--- src/rtl/modmult_sc_lat_if.sv ---
// Operand/result bundle for the label-aware serial modular multiplier.
interface modmult_sc_lat_if #(
  parameter int MPWID = 32
) ();
  logic [MPWID-1:0] mpand;
  logic [MPWID-1:0] mplier;
  logic [MPWID-1:0] modulus;
  logic             ds;
  logic             mpand_label;
  logic             mplier_label;
  logic             modulus_label;
  logic [MPWID-1:0] product;
  logic             ready;
  logic             busy;
  logic             product_label;

  modport master (
    output mpand, mplier, modulus, ds, mpand_label, mplier_label, modulus_label,
    input  product, ready, busy, product_label
  );

  modport slave (
    input  mpand, mplier, modulus, ds, mpand_label, mplier_label, modulus_label,
    output product, ready, busy, product_label
  );
endinterface

--- src/rtl/modmult_sc_lat.sv ---
// Serial shift-add modular multiplier; secret-labelled operands force fixed
// MPWID-step latency so completion time is independent of secret data.
//
// state | meaning
// IDLE  | no result yet, waiting for ds
// RUN   | one shift-add step per cycle
// DONE  | product valid, waiting for ds to restart
module modmult_sc_lat #(
  parameter int MPWID     = 32,
  parameter int CT_ALWAYS = 0
) (
  input  logic              clk,
  input  logic              reset,
  modmult_sc_lat_if.slave   bus
);
  localparam int CW = (MPWID > 2) ? $clog2(MPWID) : 1;
  localparam logic [CW-1:0] CNT_LAST = CW'(MPWID - 1);

  typedef enum logic [1:0] {S_IDLE, S_RUN, S_DONE} state_t;

  state_t state, state_nxt;

  logic [MPWID-1:0] a_q, b_q, m_q, acc_q, product_q;
  logic [CW-1:0]    cnt_q;
  logic             sec_q, label_q;

  logic             load, last_step, busy_c, ready_c;
  logic [MPWID:0]   sum_ext, sum_red, dbl_ext, dbl_red;
  logic [MPWID-1:0] acc_step, a_dbl, b_shift;

  // Datapath: each mod is one conditional subtract on an MPWID+1-bit value
  always_comb begin
    sum_ext  = {1'b0, acc_q} + {1'b0, a_q};
    sum_red  = (sum_ext >= {1'b0, m_q}) ? sum_ext - {1'b0, m_q} : sum_ext;
    dbl_ext  = {a_q, 1'b0};
    dbl_red  = (dbl_ext >= {1'b0, m_q}) ? dbl_ext - {1'b0, m_q} : dbl_ext;
    acc_step = b_q[0] ? sum_red[MPWID-1:0] : acc_q;
    a_dbl    = dbl_red[MPWID-1:0];
    b_shift  = b_q >> 1;
  end

  // Under sec only the counter may end the operation
  assign last_step = (state == S_RUN) &&
                     ((cnt_q == CNT_LAST) || (!sec_q && (b_shift == '0)));

  always_ff @(posedge clk) begin
    if (reset) state <= S_IDLE;
    else       state <= state_nxt;
  end

  always_comb begin
    state_nxt = state;
    case (state)
      S_IDLE:  if (bus.ds) state_nxt = S_RUN;
      S_RUN:   if (last_step) state_nxt = S_DONE;
      S_DONE:  if (bus.ds) state_nxt = S_RUN;
      default: state_nxt = S_IDLE;
    endcase
  end

  always_comb begin
    load    = ((state == S_IDLE) || (state == S_DONE)) && bus.ds;
    busy_c  = (state == S_RUN);
    ready_c = (state == S_DONE);
  end

  always_ff @(posedge clk) begin
    if (reset) begin
      a_q       <= '0;
      b_q       <= '0;
      m_q       <= '0;
      acc_q     <= '0;
      cnt_q     <= '0;
      sec_q     <= 1'b0;
      label_q   <= 1'b0;
      product_q <= '0;
    end else if (load) begin
      a_q     <= bus.mpand;
      b_q     <= bus.mplier;
      m_q     <= bus.modulus;
      acc_q   <= '0;
      cnt_q   <= '0;
      sec_q   <= bus.mpand_label | bus.mplier_label | bus.modulus_label |
                 (CT_ALWAYS != 0);
      label_q <= bus.mpand_label | bus.mplier_label | bus.modulus_label;
    end else if (state == S_RUN) begin
      acc_q <= acc_step;
      a_q   <= a_dbl;
      b_q   <= b_shift;
      cnt_q <= cnt_q + CW'(1);
      if (last_step) product_q <= acc_step;
    end
  end

  assign bus.product       = product_q;
  assign bus.ready         = ready_c;
  assign bus.busy          = busy_c;
  assign bus.product_label = label_q;
endmodule

--- src/flat_wrapper.sv ---
// flat-port wrapper written by rule: the top's interface ports become plain ports
module modmult_sc_lat_flat 
#(
  parameter int MPWID     = 32,
  parameter int CT_ALWAYS = 0
)
  (clk, reset, bus_mpand, bus_mplier, bus_modulus, bus_ds, bus_mpand_label, bus_mplier_label, bus_modulus_label, bus_product, bus_ready, bus_busy, bus_product_label);
  modmult_sc_lat_if #(.MPWID(MPWID)) bus_i ();
  input  logic clk;
  input  logic reset;
  input wire logic [$bits(bus_i.mpand)-1:0] bus_mpand;
  input wire logic [$bits(bus_i.mplier)-1:0] bus_mplier;
  input wire logic [$bits(bus_i.modulus)-1:0] bus_modulus;
  input wire logic [$bits(bus_i.ds)-1:0] bus_ds;
  input wire logic [$bits(bus_i.mpand_label)-1:0] bus_mpand_label;
  input wire logic [$bits(bus_i.mplier_label)-1:0] bus_mplier_label;
  input wire logic [$bits(bus_i.modulus_label)-1:0] bus_modulus_label;
  output wire logic [$bits(bus_i.product)-1:0] bus_product;
  output wire logic [$bits(bus_i.ready)-1:0] bus_ready;
  output wire logic [$bits(bus_i.busy)-1:0] bus_busy;
  output wire logic [$bits(bus_i.product_label)-1:0] bus_product_label;
  assign bus_i.mpand = bus_mpand;
  assign bus_i.mplier = bus_mplier;
  assign bus_i.modulus = bus_modulus;
  assign bus_i.ds = bus_ds;
  assign bus_i.mpand_label = bus_mpand_label;
  assign bus_i.mplier_label = bus_mplier_label;
  assign bus_i.modulus_label = bus_modulus_label;
  assign bus_product = bus_i.product;
  assign bus_ready = bus_i.ready;
  assign bus_busy = bus_i.busy;
  assign bus_product_label = bus_i.product_label;
  modmult_sc_lat #(.MPWID(MPWID), .CT_ALWAYS(CT_ALWAYS)) u_core (.clk(clk), .reset(reset), .bus(bus_i));
endmodule
--- config.mk ---
export PLATFORM = sky130hd
export DESIGN_NAME = modmult_sc_lat_flat
export DESIGN_NICKNAME = d
export VERILOG_FILES = /design/src/rtl/modmult_sc_lat_if.sv /design/src/rtl/modmult_sc_lat.sv /design/src/flat_wrapper.sv
export SDC_FILE = /design/constraint.sdc
export NUM_CORES = 1
export LEC_CHECK = 0
export BUFFER_PORTS_ARGS = -buffer_cell sky130_fd_sc_hd__buf_2
export CAP_MARGIN = 10
export CORE_MARGIN = 3
export CORE_UTILIZATION = 50
export DETAILED_ROUTE_END_ITERATION = 8
export HOLD_SLACK_MARGIN = 0.12
export PLACE_DENSITY = 0.8
export SYNTH_ARGS = -nofsm -noshare
export SYNTH_HDL_FRONTEND = slang
export SYNTH_SLANG_ARGS = --single-unit
--- constraint.sdc ---
create_clock -name clk -period 6.3 [get_ports clk]
set_input_delay 1.26 -clock clk [delete_from_list [all_inputs] [get_ports clk]]
set_output_delay 1.26 -clock clk [all_outputs]
set_load 0.03 [all_outputs]
==> impl_metrics.py, run 1 <==
metrics = {
    "status": {
        "status": "completed",
    },
    "global_routing": {
        "antenna_found_initial": 0,
        "grt_pass1_vias": 11600,
        "overflow": 0,
        "track_usage_pct": 28.8,
        "grt_pass1_wl_mm": 61.2,
        "grt_max_degree": 78,
    },
    "logic_synthesis": {
        "synth_area_um2": 12200,
        "yosys-top-cells-area": "dfxtp_1 (27%), ha_1 (10%), a21oi_1 (8.1%)",
        "yosys_register_bits": 168,
        "yosysMostFrequentCell": "a21oi_1",
        "synthTopCellsByCount": "a21oi_1 (197), nand2_1 (169), dfxtp_1 (168), nor2_1 (124), ha_1 (98)",
        "async_reset_ff_share_pct": 0,
        "synth_edf_count": 0,
        "synth_top_area_share_pct": 27.5,
        "syn_inst": 1568,
        "synth_top_flop_cell": "dfxtp_1",
        "syn_nets": 1771,
        "synth_area_per_cell_um2": 7.81,
        "netlist-cell-type-count": 84,
        "ys_seq_area_share_pct": 27.5,
        "synth_warnings": 0,
        "yosysTopAreaCell": "dfxtp_1",
    },
    "finish": {
        "fin_util_pct": 57.7,
        "syn2layout_area_growth_pct": 11.9,
        "nets": 1849,
        "antenna_cells": 0,
        "drive_gt1_share_pct": 13.0,
    },
    "worst_setup_path": {
        "critPathLaunchType": "flip-flop",
        "crit_path_max_fanout": 23,
        "cpPeakStageDelay_ns": 0.46,
        "arrival_ns": 5.77,
        "critPathKind": "flip-flop to flip-flop",
        "slowest_stage": "a2111oi_0",
        "cp-end-kind": "flip-flop",
        "path_cells": "ha_1 -> fa_1 -> a21o_1 -> a221oi_2 -> a21o_2 -> o311ai_2 -> a211oi_2 -> o21ai_1 -> xor2_1 -> ha_1 -> nand2_1 -> nor4_1 -> nand3_1 -> a211oi_1 -> o41ai_2 -> nand3_2 -> buf_4 -> o21ai_1 -> a2111oi_0 -> a31o_1",
        "crit_required_ns": 6.69,
    },
    "route": {
        "firstDrtPassIters": 5,
        "via_count": 12400,
        "postRouteAntennaNets": 0,
        "drt_wl_total_mm": 39.2,
        "wl_per_cell_um": 19.8,
        "drt_iter0_drc": 1157,
        "drc": 0,
        "viasPerCell": 6.27,
    },
    "die": {
        "die_x_um": 162,
        "num_rows": 56,
        "io_pins": 137,
        "core_area_um2": 23800,
        "dieArea_um2": 26400,
        "initial_core_util_pct": 51.6,
        "fp.dieH_um": 162,
    },
    "clock_network": {
        "insertion_delay_ns": 0.45,
        "holdBufCountCts": 0,
        "numCtsBuffers": 17,
        "htreeDepth": 4,
        "root_buffer": "clkbuf_16",
        "clockBufferDepth": 2,
        "cts_setup_buffers": 0,
        "clk_pin_slew_ns": 0.07,
        "cts_sinks": 168,
        "ctsResizeCount": 0,
        "cts_tree": "done",
    },
    "pwr": {
        "p_leak_nw": 5.77,
        "vdd_ir_drop_max_mv": 0.238,
        "p_per_area_nw_per_um2": 373,
    },
    "sta": {
        "worstMarginPinSlew_ns": 0.973,
        "slew_headroom_pct": 35.1,
        "hold_violations": 0,
        "drv_slew": 0,
        "post-route-period-util_pct": 85.5,
        "rsz0062_at_grt": "no",
        "totalNegativeSetupSlack_ns": 0,
        "fin_skew_ns": 0.0173,
        "finalCriticalPeriod_ns": 5.39,
        "max_freq_mhz": 186,
        "setup_viol": 0,
    },
    "run": {
        "drv_cap": 0,
    },
    "place": {
        "place_hpwl_mm": 29.1,
        "port-buffer-count": 136,
        "gp_congestion": 1.02,
    },
    "min_path": {
        "min_path_type": "flip-flop to flip-flop",
    },
}
[cells in the final DEF, fill, tap and decap left out, types with 22 or more instances in the layout]
cell type,netlist,routed
o21ai_0,77,77
a21oi_1,197,197
nor2_1,124,122
mux2i_1,49,49
nand2_1,169,169
nand3_1,26,26
dfxtp_1,168,167
buf_2,6,135
a21o_1,45,45
xor2_1,35,35
ha_1,98,98
xnor2_1,50,50
a22oi_1,64,64
a211oi_1,40,40
inv_1,50,50
o22ai_1,22,22
[routing by layer]
metal  global-route usage, %  routed length [um]
met1                    37.8               16900
met2                    46.9               18100
met3                    3.56                2200
met4                    14.2                1990
met5                       0                   0
[registers in the layout, indices dropped and copies added, names as in the netlist]
signal / flops
u_core.a_q: 32
u_core.acc_q: 32
u_core.b_q: 32
u_core.bus.product: 32
u_core.bus.product_label: 1
u_core.cnt_q: 5
u_core.m_q: 32
u_core.state: 2
[cells by family (layout without fill, tap and decap cells)]
kind of cell    count (synthesis)  after routing  share of synthesized area (%)
compound gates                570            570                           29.9
simple gates                  451            451                           17.0
flops                         168            168                           27.5
buf+inv                       141            232                           4.66
fa+ha+maj                     101            101                           10.5
xor+xnor                       87             87                           6.35
mux                            50             50                           4.10
[area by class of cell]
cell class                 count  area, um2
clock buffer                  17        425
clock inverter                15        196
fill                        2197      10100
inverter                      51        191
multi-input combinational   1259       8340
sequential                   168       3360
tap                          319        399
timing repair buffer         149        781
[critical path: cells and delay by family (launching register included)]
| kind | cells | cell delay, ns |
|---|---|---|
| flip-flops | 1 | 0.35 |
| AND/OR/NAND/NOR | 4 | 0.81 |
| adder cells (fa/ha/maj) | 3 | 1.09 |
| AO/OA/AOI/OAI | 11 | 2.57 |
| buffers and inverters | 1 | 0.33 |
| XOR/XNOR | 1 | 0.17 |
[power by group]
part | switching (W) | internal, W | leakage [nW]
clock network | 0.000558 | 0.000544 | 0.299
registers | 0.000102 | 0.00114 | 1.37
logic | 0.00162 | 0.00114 | 4.10
total | 0.00228 | 0.00283 | 5.77
[worst paths after layout]
check | depth (start not counted) | from | slack (ns) | endpoint
setup / recovery | 20 | u_core.a_q[0]$_SDFFE_PP0P_ | 0.91 | u_core.bus.product[12]$_SDFFE_PP0P_
hold / removal | 1 | u_core.bus.product[30]$_SDFFE_PP0P_ | 0.45 | u_core.bus.product[30]$_SDFFE_PP0P_
setup reg to reg | 20 | u_core.a_q[0]$_SDFFE_PP0P_ | 0.91 | u_core.bus.product[12]$_SDFFE_PP0P_
hold reg to reg | 1 | u_core.bus.product[30]$_SDFFE_PP0P_ | 0.45 | u_core.bus.product[30]$_SDFFE_PP0P_
[through the flow]
step	instance area [um2]	setup slack, ns	power [W]	hold WS (ns)	instances
floorplan	12200	1.76	0.00341	0.436	1568
global placement	13100	1.22	0.00392	0.438	1946
detailed placement	13100	1.01	0.00395	0.435	1946
CTS	13700	0.976	0.00506	0.452	1978
global route	13700	0.470	0.00543	0.471	1978
finish	13700	0.912	0.00510	0.448	1978
Power figures use the tool's default switching activity.
==> run 2, diff against run 1 <==
- BUFFER_PORTS_ARGS: -buffer_cell sky130_fd_sc_hd__buf_2 -> unset
- DONT_BUFFER_PORTS: unset -> 1
- PLACE_DENSITY: 0.8 -> 0.75
==> impl_metrics.py, run 2 (synthesis gave the netlist of run 1 again) <==
metrics = {
    "die": {
        "core_area_um2": 23800,
        "die_x_um": 162,
        "dieArea_um2": 26400,
        "fp.dieH_um": 162,
        "io_pins": 137,
        "initial_core_util_pct": 51.6,
        "num_rows": 56,
    },
    "sta": {
        "max_freq_mhz": 173,
        "drv_slew": 0,
        "finalCriticalPeriod_ns": 5.77,
        "hold_violations": 0,
        "totalNegativeSetupSlack_ns": 0,
        "setup_viol": 0,
        "rsz0062_at_grt": "no",
        "slew_headroom_pct": 30.4,
        "worstMarginPinSlew_ns": 1.04,
        "fin_skew_ns": 0.0192,
        "post-route-period-util_pct": 91.5,
    },
    "worst_setup_path": {
        "critPathLaunchType": "flip-flop",
        "r2r_end": "u_core.bus.product[26]$_SDFFE_PP0P_",
        "arrival_ns": 6.16,
        "crit_required_ns": 6.69,
        "rrSetupSlack_ns": 0.53,
        "r2r-start": "u_core.a_q[0]$_SDFFE_PP0P_",
        "ff2ff_path_depth": 19,
        "critPathKind": "flip-flop to flip-flop",
        "crit_path_max_fanout": 16,
        "cp-end-kind": "flip-flop",
    },
    "route": {
        "drc": 0,
        "wl_met2_mm": 18.8,
        "highest_layer": "met4",
        "wl_per_cell_um": 21.7,
        "via_count": 11800,
        "postRouteAntennaNets": 0,
        "firstDrtPassIters": 6,
        "drt_wl_total_mm": 39.9,
        "drt_iter0_drc": 1088,
        "dr_wl_met3_mm": 2.77,
        "viasPerCell": 6.43,
        "wl_met1_mm": 16.4,
    },
    "place": {
        "placed_cell_area_um2": 12400,
        "gp_congestion": 0.997,
        "place_hpwl_mm": 29.1,
        "port-buffer-count": 0,
    },
    "pwr": {
        "p_leak_nw": 5.18,
        "vdd_ir_drop_max_mv": 0.261,
        "power.total_w": 0.00514,
        "p_per_area_nw_per_um2": 394,
    },
    "global_routing": {
        "track_usage_pct": 29.4,
        "grt_pass1_vias": 11100,
        "antenna_found_initial": 0,
        "grt_pass1_wl_mm": 61.5,
        "grt_max_degree": 136,
        "overflow": 0,
    },
    "min_path": {
        "worstHoldPathCells": 2,
        "min_path_type": "flip-flop to flip-flop",
        "hold_start": "u_core.m_q[4]$_SDFFE_PP0P_",
        "min_to": "u_core.m_q[4]$_SDFFE_PP0P_",
    },
    "clock_network": {
        "numCtsBuffers": 17,
        "ctsResizeCount": 0,
        "cts_sinks": 168,
        "insertion_delay_ns": 0.45,
        "clockBufferDepth": 2,
        "root_buffer": "clkbuf_16",
        "cts_tree": "done",
        "holdBufCountCts": 0,
        "htreeDepth": 4,
        "cts_setup_buffers": 0,
        "clk_pin_slew_ns": 0.08,
    },
    "finish": {
        "drive_gt1_share_pct": 5.12,
        "final_cell_mix": "a21oi_1 (197), nand2_1 (169), dfxtp_1 (167), nor2_1 (122), ha_1 (98)",
        "final_area_um2": 13000,
        "nets": 1712,
        "antenna_cells": 0,
        "mostFrequentLayoutCell": "a21oi_1",
        "syn2layout_area_growth_pct": 6.48,
        "fin_util_pct": 54.9,
    },
    "status": {
        "status": "completed",
    },
    "run": {
        "drv_cap": 0,
    },
}
-- run 2: cell count changes in the layout (fill, tap and decap cells not counted), sizes merged --
cell and change:
buf -137, clkinv +1, inv -1
-- run 2: how the worst max path moves through the flow --
stage                                 start                             endpoint  depth (start not counted)
3_5_place_dp     u_core.a_q[0]$_SDFFE_PP0P_  u_core.bus.product[26]$_SDFFE_PP0P_                         19
3_3_place_gp     u_core.a_q[0]$_SDFFE_PP0P_  u_core.bus.product[26]$_SDFFE_PP0P_                         18
6_report         u_core.a_q[0]$_SDFFE_PP0P_  u_core.bus.product[26]$_SDFFE_PP0P_                         19
4_1_cts          u_core.a_q[0]$_SDFFE_PP0P_  u_core.bus.product[26]$_SDFFE_PP0P_                         19
5_1_grt          u_core.a_q[0]$_SDFFE_PP0P_  u_core.bus.product[26]$_SDFFE_PP0P_                         19
2_1_floorplan  u_core.acc_q[0]$_SDFFE_PP0P_   u_core.bus.product[3]$_SDFFE_PP0P_                         21
-- run 2: worst max-delay path, cell delays in order (launching register included) --
cell       delay (ns)
dfxtp_1          0.35
ha_1             0.24
fa_1             0.42
a21o_1           0.20
a221oi_2         0.37
a21o_2           0.28
o311ai_2         0.16
a211oi_2         0.31
o21ai_1          0.12
xor2_1           0.18
ha_1             0.45
nand2_1          0.12
nor4_1           0.49
nand3_1          0.18
a211oi_1         0.26
o41ai_2          0.13
nand3_2          0.34
mux2i_1          0.17
a2111oi_0        0.75
a31o_2           0.19
-- run 2: layout make-up --
| cell class | instances | area, um2 |
|---|---|---|
| fill | 2246 | 10700 |
| multi-input combinational | 1259 | 8340 |
| sequential | 168 | 3360 |
| clock buffer | 17 | 425 |
| tap | 319 | 399 |
| clock inverter | 15 | 216 |
| inverter | 51 | 191 |
| timing repair buffer | 12 | 103 |
-- run 2: layer usage --
| metal | track usage [%] | up-vias |
|---|---|---|
| met4 | 13.1 | 0 |
| met5 | 0 | - |
| li1 | - | 5650 |
| met2 | 49.5 | 494 |
| met3 | 5.39 | 101 |
| met1 | 36.6 | 5589 |
-- run 2: power by group --
group	switching (W)	total [W]	internal [W]
Combinational	0.00162	0.00276	0.00113
Clock	0.000588	0.00114	0.000552
Sequential	0.000104	0.00125	0.00114
Total	0.00232	0.00514	0.00283
-- run 2: stage by stage --
step                      std cells  setup slack, ns  hold WS, ns
after floorplan                1568             1.76        0.436
after global placement         1809            0.635        0.436
after detailed placement       1809            0.719        0.441
after CTS                      1841            0.657        0.453
after global routing           1841            0.193        0.474
final                          1841            0.534        0.457
